File: src/rtl/axis_traffic_gen.sv
// axis_traffic_gen: multi-lane AXI-Stream packet generator (ramp / LFSR / constant)
// with per-lane packet length, packet count, bubble insertion and graceful stop.
module axis_traffic_gen #(
    parameter int DWIDTH      = 32,
    parameter int NUM_STREAMS = 1,
    parameter int LEN_W       = 16,
    parameter int CNT_W       = 32
) (
    input  logic                          i_clk,
    input  logic                          i_rst_n,
    input  logic                          i_start,
    input  logic                          i_stop,
    input  logic [1:0]                    i_mode,
    input  logic [NUM_STREAMS-1:0]        i_stream_en,
    input  logic [LEN_W-1:0]              i_pkt_len,
    input  logic [CNT_W-1:0]              i_num_pkts,
    input  logic [DWIDTH-1:0]             i_ramp_start,
    input  logic [DWIDTH-1:0]             i_ramp_inc,
    input  logic [LEN_W-1:0]              i_bubble_period,
    output logic [NUM_STREAMS*DWIDTH-1:0] o_m_tdata,
    output logic [NUM_STREAMS-1:0]        o_m_tvalid,
    output logic [NUM_STREAMS-1:0]        o_m_tlast,
    input  logic [NUM_STREAMS-1:0]        i_m_tready,
    output logic                          o_busy,
    output logic                          o_done,
    output logic [NUM_STREAMS*CNT_W-1:0]  o_pkt_cnt
);

    typedef enum logic [1:0] {G_IDLE = 2'd0, G_RUN = 2'd1, G_FLUSH = 2'd2} gstate_t;
    typedef enum logic [1:0] {L_OFF = 2'd0, L_SEND = 2'd1, L_BUBBLE = 2'd2, L_DONE = 2'd3} lstate_t;

    localparam logic [31:0] LFSR_TAPS = 32'h8020_0003;

    // One Galois step: shift right, fold taps in when the bit shifted out is 1.
    function automatic logic [31:0] f_lfsr_step(input logic [31:0] s);
        return {1'b0, s[31:1]} ^ (s[0] ? LFSR_TAPS : 32'h0000_0000);
    endfunction

    // Replicate the 32-bit LFSR state across the lane width (truncating the top).
    function automatic logic [DWIDTH-1:0] f_rep(input logic [31:0] s);
        logic [DWIDTH-1:0] r;
        for (int b = 0; b < DWIDTH; b++) begin
            r[b] = s[b % 32];
        end
        return r;
    endfunction

    // Zero-extend or truncate a data word to 32 bits for the LFSR seed.
    function automatic logic [31:0] f_to32(input logic [DWIDTH-1:0] v);
        logic [DWIDTH+31:0] t;
        t = {32'd0, v};
        return t[31:0];
    endfunction

    // Pick the word to present for the configured pattern; mode 3 behaves as ramp.
    function automatic logic [DWIDTH-1:0] f_sel_data(input logic [1:0] m,
                                                     input logic [DWIDTH-1:0] ramp,
                                                     input logic [31:0] lfsr,
                                                     input logic [DWIDTH-1:0] cst);
        case (m)
            2'd1:    return f_rep(lfsr);
            2'd2:    return cst;
            default: return ramp;
        endcase
    endfunction

    // Global control and captured configuration
    gstate_t             r_gstate;
    logic                r_busy;
    logic                r_done;
    logic [1:0]          r_mode;
    logic [LEN_W-1:0]    r_len;
    logic [CNT_W-1:0]    r_num;
    logic [DWIDTH-1:0]   r_rstart;
    logic [DWIDTH-1:0]   r_rinc;
    logic [LEN_W-1:0]    r_period;

    // Per-lane state
    lstate_t             r_lstate [NUM_STREAMS];
    logic [LEN_W-1:0]    r_idx    [NUM_STREAMS];
    logic [LEN_W-1:0]    r_bub    [NUM_STREAMS];
    logic [CNT_W-1:0]    r_cnt    [NUM_STREAMS];
    logic [31:0]         r_lfsr   [NUM_STREAMS];
    logic [DWIDTH-1:0]   r_ramp   [NUM_STREAMS];
    logic [DWIDTH-1:0]   r_tdata  [NUM_STREAMS];
    logic [NUM_STREAMS-1:0] r_tvalid;
    logic [NUM_STREAMS-1:0] r_tlast;

    // Next-word and completion terms
    logic                   w_flush;
    logic [LEN_W-1:0]       w_len_eff;
    logic [LEN_W-1:0]       w_len_m1;
    logic [NUM_STREAMS-1:0] w_beat;
    logic [NUM_STREAMS-1:0] w_last;
    logic [NUM_STREAMS-1:0] w_fin_beat;
    logic [NUM_STREAMS-1:0] w_bub_hit;
    logic [NUM_STREAMS-1:0] w_lane_fin;
    logic                   w_all_fin;
    logic [CNT_W-1:0]       w_cnt_inc  [NUM_STREAMS];
    logic [LEN_W-1:0]       w_idx_nx   [NUM_STREAMS];
    logic [DWIDTH-1:0]      w_ramp_nx  [NUM_STREAMS];
    logic [31:0]            w_lfsr_nx  [NUM_STREAMS];
    logic [DWIDTH-1:0]      w_data_nx  [NUM_STREAMS];
    logic [31:0]            w_seed     [NUM_STREAMS];

    // Beat detection, next-word values and finish conditions for every lane
    always_comb begin
        w_flush   = (r_gstate == G_FLUSH) || ((r_gstate == G_RUN) && i_stop);
        w_len_eff = (i_pkt_len == '0) ? LEN_W'(1) : i_pkt_len;
        w_len_m1  = r_len - LEN_W'(1);
        for (int i = 0; i < NUM_STREAMS; i++) begin
            w_beat[i]     = (r_lstate[i] == L_SEND) && i_m_tready[i];
            w_last[i]     = (r_idx[i] == w_len_m1);
            w_cnt_inc[i]  = r_cnt[i] + CNT_W'(1);
            w_fin_beat[i] = w_beat[i] && w_last[i] &&
                            (((r_num != '0) && (w_cnt_inc[i] == r_num)) || w_flush);
            w_bub_hit[i]  = (r_period != '0) && ((r_bub[i] + LEN_W'(1)) == r_period);
            w_idx_nx[i]   = w_last[i] ? '0 : (r_idx[i] + LEN_W'(1));
            w_ramp_nx[i]  = w_last[i] ? r_rstart : (r_ramp[i] + r_rinc);
            w_lfsr_nx[i]  = f_lfsr_step(r_lfsr[i]);
            w_data_nx[i]  = f_sel_data(r_mode, w_ramp_nx[i], w_lfsr_nx[i], r_rstart);
            w_seed[i]     = f_to32(i_ramp_start) ^ 32'(i);
            w_seed[i]     = (w_seed[i] == 32'd0) ? 32'd1 : w_seed[i];
            // A lane is finished if it is already idle or will be after this edge.
            w_lane_fin[i] = (r_lstate[i] == L_OFF) || (r_lstate[i] == L_DONE) || w_fin_beat[i] ||
                            ((r_lstate[i] == L_BUBBLE) && w_flush && (r_idx[i] == '0));
        end
        w_all_fin = &w_lane_fin;
    end

    // Global FSM, config capture and per-lane generators
    always_ff @(posedge i_clk) begin
        if (!i_rst_n) begin
            r_gstate <= G_IDLE;
            r_busy   <= 1'b0;
            r_done   <= 1'b0;
            r_mode   <= 2'd0;
            r_len    <= LEN_W'(1);
            r_num    <= '0;
            r_rstart <= '0;
            r_rinc   <= '0;
            r_period <= '0;
            r_tvalid <= '0;
            r_tlast  <= '0;
            for (int i = 0; i < NUM_STREAMS; i++) begin
                r_lstate[i] <= L_OFF;
                r_idx[i]    <= '0;
                r_bub[i]    <= '0;
                r_cnt[i]    <= '0;
                r_lfsr[i]   <= 32'd1;
                r_ramp[i]   <= '0;
                r_tdata[i]  <= '0;
            end
        end else begin
            r_done <= 1'b0;
            case (r_gstate)
                G_IDLE: begin
                    if (i_start) begin
                        r_gstate <= G_RUN;
                        r_busy   <= 1'b1;
                        r_mode   <= i_mode;
                        r_len    <= w_len_eff;
                        r_num    <= i_num_pkts;
                        r_rstart <= i_ramp_start;
                        r_rinc   <= i_ramp_inc;
                        r_period <= i_bubble_period;
                    end
                end
                G_RUN, G_FLUSH: begin
                    if (w_all_fin) begin
                        r_gstate <= G_IDLE;
                        r_busy   <= 1'b0;
                        r_done   <= 1'b1;
                    end else if (i_stop) begin
                        r_gstate <= G_FLUSH;
                    end
                end
                default: r_gstate <= G_IDLE;
            endcase

            for (int i = 0; i < NUM_STREAMS; i++) begin
                if ((r_gstate == G_IDLE) && i_start) begin
                    r_lstate[i] <= i_stream_en[i] ? L_SEND : L_OFF;
                    r_tvalid[i] <= i_stream_en[i];
                    r_tlast[i]  <= i_stream_en[i] && (w_len_eff == LEN_W'(1));
                    r_idx[i]    <= '0;
                    r_bub[i]    <= '0;
                    r_cnt[i]    <= '0;
                    r_lfsr[i]   <= w_seed[i];
                    r_ramp[i]   <= i_ramp_start;
                    r_tdata[i]  <= f_sel_data(i_mode, i_ramp_start, w_seed[i], i_ramp_start);
                end else begin
                    case (r_lstate[i])
                        L_SEND: begin
                            if (w_beat[i]) begin
                                r_idx[i]   <= w_idx_nx[i];
                                r_ramp[i]  <= w_ramp_nx[i];
                                r_lfsr[i]  <= w_lfsr_nx[i];
                                r_tdata[i] <= w_data_nx[i];
                                r_tlast[i] <= (w_idx_nx[i] == w_len_m1);
                                if (w_last[i]) begin
                                    r_cnt[i] <= w_cnt_inc[i];
                                end
                                if (w_fin_beat[i]) begin
                                    r_lstate[i] <= L_DONE;
                                    r_tvalid[i] <= 1'b0;
                                    r_tlast[i]  <= 1'b0;
                                end else if (w_bub_hit[i]) begin
                                    r_lstate[i] <= L_BUBBLE;
                                    r_tvalid[i] <= 1'b0;
                                    r_bub[i]    <= '0;
                                end else begin
                                    r_bub[i] <= r_bub[i] + LEN_W'(1);
                                end
                            end
                        end
                        L_BUBBLE: begin
                            // Stop between packets ends the lane without a new word.
                            if (w_flush && (r_idx[i] == '0)) begin
                                r_lstate[i] <= L_DONE;
                                r_tlast[i]  <= 1'b0;
                            end else begin
                                r_lstate[i] <= L_SEND;
                                r_tvalid[i] <= 1'b1;
                            end
                        end
                        default: begin
                            r_lstate[i] <= r_lstate[i];
                        end
                    endcase
                end
            end
        end
    end

    genvar g;
    generate
        for (g = 0; g < NUM_STREAMS; g++) begin : g_out
            assign o_m_tdata[g*DWIDTH +: DWIDTH] = r_tdata[g];
            assign o_pkt_cnt[g*CNT_W +: CNT_W]   = r_cnt[g];
        end
    endgenerate

    assign o_m_tvalid = r_tvalid;
    assign o_m_tlast  = r_tlast;
    assign o_busy     = r_busy;
    assign o_done     = r_done;

endmodule

File: config.mk
export PLATFORM = sky130hd
export DESIGN_NAME = axis_traffic_gen
export DESIGN_NICKNAME = d
export VERILOG_FILES = /design/src/rtl/axis_traffic_gen.sv
export SDC_FILE = /design/constraint.sdc
export NUM_CORES = 1
export LEC_CHECK = 0
export BUFFER_PORTS_ARGS = -buffer_cell sky130_fd_sc_hd__clkbuf_2
export CAP_MARGIN = 20
export CORE_MARGIN = 2
export CORE_UTILIZATION = 39
export DETAILED_ROUTE_END_ITERATION = 12
export PLACE_DENSITY = 0.69
export SLEW_MARGIN = 20
export SYNTH_ARGS = -nofsm -noshare
export SYNTH_HDL_FRONTEND = slang
export SYNTH_SLANG_ARGS = --single-unit
File: constraint.sdc
create_clock -name i_clk -period 5.8 [get_ports i_clk]
set_input_delay 0 -clock i_clk [delete_from_list [all_inputs] [get_ports i_clk]]
set_output_delay 0 -clock i_clk [all_outputs]
set_load 0.01 [all_outputs]
Word-level counts from Yosys, hierarchy flattened
Memories as Yosys holds them, arrays and structs flattened. Cells that the tools add are included.

Output and inout port bits: 68. Memories kept: 7. Input port bits: 136. Register bits: 136. RAM bits: 162.

Bitwise logic cells: 1. Multiplexer cells: 116. Reductions and logical operators: 52. Add/subtract/negate cells: 5. Equal/unequal tests: 20.

Memories: r_cnt (depth 1, bits a word 32, read ports 1, clocked after Yosys merged registers in 0, wr ports 1, line 82) `logic [CNT_W-1:0] r_cnt [NUM_STREAMS];`; r_lfsr (depth 1, bits a word 32, read ports 1, clocked after Yosys merged registers in 0, wr ports 1, line 83) `logic [31:0] r_lfsr [NUM_STREAMS];`; r_ramp (depth 1, bits a word 32, read ports 1, clocked after Yosys merged registers in 0, wr ports 1, line 84) `logic [DWIDTH-1:0] r_ramp [NUM_STREAMS];`; r_tdata (depth 1, bits a word 32, read ports 1, clocked after Yosys merged registers in 0, wr ports 1, line 85) `logic [DWIDTH-1:0] r_tdata [NUM_STREAMS];`; r_bub (depth 1, bits a word 16, read ports 1, clocked after Yosys merged registers in 0, wr ports 1, line 81) `logic [LEN_W-1:0] r_bub [NUM_STREAMS];`; r_idx (depth 1, bits a word 16, read ports 1, clocked after Yosys merged registers in 0, wr ports 1, line 80) `logic [LEN_W-1:0] r_idx [NUM_STREAMS];`; 1 more memories.

Operators by type and width (count): 2-to-1 mux 32 bit (14); OR reduction 32 bit (8); 2-to-1 mux 16 bit (7); 2-to-1 mux 1 bit (81); OR reduction 16 bit (5); case mux 32 bit (2 select lines) (1); == test 16 bit (3); adder 16 x 1 -> 16 bit, second input constant (2); adder 32 x 1 -> 32 bit, second input constant (1); adder 32 bit (1); == test 32 bit (1); logical NOT 16 bit (2); logical NOT 32 bit (1); nonzero test 32 bit (1); bitwise XOR 31 x 32 -> 32 bit (1); 2-to-1 mux 2 bit (9); == test 16 x 1 -> 1 bit, second input constant (1); nonzero test 16 bit (1); OR reduction 2 bit (8); subtractor 16 x 1 -> 16 bit, second input constant (1); logical AND 1 bit (11); == test 2 x 1 -> 1 bit, second input constant (4); == test 2 bit, second input constant (4); inequality test 3 bit, second input constant (2); 13 further kinds (24).

Longest topological paths before layout
Depth in word-level cells: 17. Mapped depth: 15. Depth with buffers taken out: 14.

Least setup slack after synthesis
No wires, ideal clock.

Kind: flip-flop to flip-flop. Start: reg r_len[0]. End: mem r_cnt[0][0], enable pin. Setup time: 466 ps. Path buffers: 2. Cell stages (with the launch flop): 12. Data required time: 5334 ps. Period minus slack after synthesis: 5117 ps. Slack: 683 ps. Arrival time: 4651 ps. Cell sequence: dfxtp_1 inv_1 ha_1 or4b_1 buf_2 or3_1 a21oi_2 nor2_1 nor4_1 nand4_1 clkbuf_1 o21ai_0.

Cells in the longest elaborated chain, start to end: 10.

RTL lines: start: declaration (line 72) `logic [LEN_W-1:0] r_len;`; start signal: assignment (line 162) `r_len <= w_len_eff;`; subtractor 16 x 1 -> 16 bit * (line 110) `w_len_m1 = r_len - LEN_W'(1);`; == test 16 bit * (line 113) `w_last[i] = (r_idx[i] == w_len_m1);`; 2-to-1 mux 1 bit * (line 201) `if (w_last[i]) begin`; 2-to-1 mux 1 bit * (line 195) `if (w_beat[i]) begin`; 2-to-1 mux 1 bit * (line 193) `case (r_lstate[i])`; 2-to-1 mux 1 bit * (line 182) `if ((r_gstate == G_IDLE) && i_start) begin`; 2-to-1 mux 1 bit * (line 133) `if (!i_rst_n) begin`; 2-to-1 mux 1 bit (implied by the code) * (line 202) `r_cnt[i] <= w_cnt_inc[i];`; OR reduction 32 bit (no source line); 2-to-1 mux 1 bit (no source line) *; end: declaration (line 82).

Mark *: on every way between the ends. The rest lies on a longest branch, timed or not.

Worst setup path after layout
Start: mem r_cnt[0][0]. End: mem r_bub[0][11], data pin.

Cells in the longest elaborated chain, start to end: 15. Elaborated cells between the ends (all ways): 22. Those cells by class: add/sub: 1; eq/ne: 1; mux: 14; reduce/logical: 5; memory: 1.

RTL lines: memory read (1 x 32 bit) *; adder 32 x 1 -> 32 bit * (line 114) `w_cnt_inc[i] = r_cnt[i] + CNT_W'(1);`; == test 32 bit * (line 116) `(((r_num != '0) && (w_cnt_inc[i] == r_num)) || w_flush);`; logical AND 1 bit * (line 116); logical OR 1 bit * (line 116); logical AND 1 bit * (line 115) `w_fin_beat[i] = w_beat[i] && w_last[i] &&`; 2-to-1 mux 1 bit (line 204) `if (w_fin_beat[i]) begin`; 2-to-1 mux 1 bit (line 195); 2-to-1 mux 1 bit (line 193); 2-to-1 mux 1 bit (line 182); 2-to-1 mux 1 bit (line 133); 2-to-1 mux 1 bit (implied by the code) (line 211) `r_bub[i] <= '0;`; OR reduction 16 bit (no source line); 2-to-1 mux 16 bit (no source line); 2-to-1 mux 16 bit (no source line) *; end: declaration (line 81).

Marks and branches as above.

==> impl_metrics.tcl <==
set metrics [dict create \
    clk_latency_ns 0.55 \
    drive_gt1_frac 0.130 \
    tritoncts_clock_tree "done" \
    cts-root-buf "sky130_fd_sc_hd__clkbuf_16" \
    cts-buffers-inserted 35 \
    worstSetupStartpointType "register" \
    die_x_um 217 \
    arrival_ns 4.67 \
    clock_tree.htree_level_count 2 \
    power.ir.vdd_worst_uv 224 \
    yosys.area.top_type "sky130_fd_sc_hd__edfxtp_1" \
    floorplan.initialDensity 0.393 \
    synthCells 2036 \
    drt_wl_total_um 57100 \
    crit_start "r_cnt[0][0]$_SDFFCE_PN0P_" \
    fp-row-count 78 \
    clockBufferDepth 3 \
    cts_setup_buffers 0 \
    initial_antenna_violation_count 2 \
    grt.overflow.total 0 \
    max_slew_margin 0.323 \
    post_drt_via_cell_ratio 5.62 \
    numPortBuffers 203 \
    timing_max_transition_violations_final 0 \
    worstReg2RegStart "r_cnt[0][0]$_SDFFCE_PN0P_" \
    grt_usage 0.237 \
    synth_fp_nets 2218 \
    number_of_global_route_vias_before_repair 16500 \
    synth.cell_area_um2 17800 \
    power.leakage_nw 8.98 \
    ys_types 88 \
    grt.busiest_layer "met2" \
    capture_point_of_the_worst_reg_to_reg_path "r_bub[0][11]$_SDFFCE_PN0P_" \
    post-route-drc-count 0 \
    run_status "complete, no violations" \
    finalClockSkew_ns 0.0225 \
    nets 2529 \
    post_route_fraction_of_the_period_consumed_by_the_critical_path 0.760 \
    final_period_minus_worst_setup_slack_ns 4.41 \
    post-dp-hpwl_um 38400 \
    worst-r2r-cell-count 12 \
    core_footprint_um2 45200 \
    tritoncts_num_sinks 298 \
    p_per_area_nw_per_um2 321 \
    final_antenna_net_count 0 \
    grt_pass1_wl_um 89000 \
    max-cap-violations 0 \
    synth.avg_cell_area_um2 8.73 \
    mostFrequentLayoutCells "sky130_fd_sc_hd__nand2_1 (465), sky130_fd_sc_hd__clkbuf_2 (202), sky130_fd_sc_hd__dlygate4sd3_1 (176), sky130_fd_sc_hd__edfxtp_1 (162), sky130_fd_sc_hd__nor2_1 (141)" \
    drt_pass1_iterations 8 \
    placedInstanceArea_um2 19200 \
    grt_max_degree 94 \
    flow.area_growth_from_synthesis_pct 24.6 \
    synth_warnings 0 \
    setup_tns_ns 0 \
    dieArea_um2 47300 \
    path_clk_slew_ns 0.06 \
    globalRouteMet3Util 0.0377 \
    drt-initial-drc-count 1189 \
    globalplace.congestion 0.946 \
    finish.instance_area_um2 22100 \
    route.detailed.wl_per_inst_um 19.2 \
    synth_seq_area_share 0.427 \
    critical_path.endpoint "r_bub[0][11]$_SDFFCE_PN0P_" \
    via_count 16700 \
    finalHoldViolCount 0 \
    synth-edff-count 162 \
    die_height_um 217 \
    reg2reg_slack_ns 1.39 \
    globalRouteMet1Util 0.300 \
    setup_viol_count_final 0 \
    post_synth_main_area_contributors "sky130_fd_sc_hd__edfxtp_1 (27%), sky130_fd_sc_hd__dfxtp_1 (15%), sky130_fd_sc_hd__nand2_1 (9.9%)" \
    layout.cells.most_common "sky130_fd_sc_hd__nand2_1" \
    max_slew.worst_pin.slew_ns 1.02 \
    num_io_pins 204 \
    synth-seq-cells 298 \
    critPathKind "register to register" \
    crit_path_end_kind "register" \
    required_time_reported_for_the_critical_path_endpoint_ns 6.07 \
    hp-class "primary input to register" \
    async_reset_ff_frac 0 \
    fmaxAchievable_ghz 0.227 \
    critical_path.max_fanout 14 \
    unrepaired_setup_endpoints_after_global_routing "no" \
    dominant_synthesized_flop_cell "sky130_fd_sc_hd__edfxtp_1" \
    synth_largest_type_area_fraction 0.274 \
    gr-usage-met2 0.404 \
]
[layer usage]
metal	vias to the layer above	routed length [µm]	part of all wire
met3	124	3480	0.061
li1	7929	-	-
met4	0	2120	0.037
met1	8036	24200	0.42
met2	635	27300	0.48
met5	-	0	0
[report_power, final]
group	leakage, nW	switching [W]	internal, W
Combinational	5.52	0.00115	0.000776
Clock	0.581	0.000933	0.00134
Sequential	2.89	0.000314	0.00258
Total	8.98	0.00240	0.00470
[layout make-up]
cell class	count	area [µm²]
sequential	298	7590
multi-input combinational	1580	9590
timing repair buffer	392	2880
inverter	40	150
tap	600	751
fill	4117	23000
clock buffer	46	987
antenna	2	5.00
clock inverter	17	186
[critical path, cell delays in order (launching register included)]
cell	delay [ns]
sky130_fd_sc_hd__edfxtp_1	0.47
sky130_fd_sc_hd__ha_1	0.28
sky130_fd_sc_hd__nand4_1	0.47
sky130_fd_sc_hd__nor4_4	0.57
sky130_fd_sc_hd__a311oi_1	0.20
sky130_fd_sc_hd__a2111oi_0	0.44
sky130_fd_sc_hd__nand4_1	0.16
sky130_fd_sc_hd__nor4_1	0.30
sky130_fd_sc_hd__nand4_1	0.22
sky130_fd_sc_hd__a211oi_2	0.37
sky130_fd_sc_hd__nor2b_1	0.12
sky130_fd_sc_hd__nand2_1	0.41
sky130_fd_sc_hd__nor2_1	0.10
[logic make-up (layout without fill, tap and decap cells)]
kind of cell,after synthesis,in the layout,share of synthesized area
fa+ha+maj,46,46,0.0328
flops,298,298,0.427
xor+xnor,148,148,0.0768
simple gates,913,913,0.240
buf+inv,158,495,0.0355
other cells,0,2,0
compound gates,453,453,0.177
mux,20,20,0.0115
[Yosys cell counts (all sizes together), types with 17 or more instances]
library cell  number
edfxtp           162
a221oi            26
and3              18
inv               40
clkbuf            94
nand3             62
o21ai             75
xor2              74
buf               24
nor4              55
nand4             39
a21oi             84
ha                45
dfxtp            136
nor2             143
a21o              21
a21boi           130
xnor2             69
nand2            467
nor3              34
mux2i             17
[flip-flops by register name (all words and copies together), names as in the netlist]
signal and cells:
r_period 16, r_lfsr 32, r_len 16, r_rstart 32, r_lstate 2, r_idx 16
r_mode 2, o_done 1, r_num 32, o_m_tvalid 1, o_m_tlast 1, r_gstate 2
o_busy 1, r_bub 16, r_rinc 32, r_tdata 32, r_ramp 32, r_cnt 32
[timing repair]
item | CTS | global route
resized for setup | 0 | 0
hold endpoints to repair | 232 | 0
hold buffers | 176 | 0
[stage by stage]
step	setup slack [ns]	power (W)	utilization	instances	hold WS (ns)
after CTS	1.39	0.00711	0.490	2973	0.0141
after floorplan	0.683	0.00412	-	2036	0.145
after detailed placement	1.41	0.00471	0.425	2734	0.243
final	1.39	0.00710	0.490	2975	0.117
after global routing	1.04	0.00746	0.490	2975	0.129
after global placement	1.46	0.00467	0.425	2734	0.234
[worst min-delay path by stage]
stage / start / cells past startpoint / end
5_1_grt: i_start / 4 / o_busy$_SDFFE_PN0P_
2_1_floorplan: i_pkt_len[10] / 2 / r_len[10]$_SDFFE_PN0P_
3_5_place_dp: i_bubble_period[9] / 3 / r_period[9]$_SDFFE_PN0P_
4_1_cts: i_start / 4 / o_busy$_SDFFE_PN0P_
6_report: i_m_tready / 6 / o_m_tvalid$_SDFFE_PN0P_
3_3_place_gp: i_num_pkts[13] / 3 / r_num[13]$_SDFFE_PN0P_
Power figures use the tool's default switching activity.
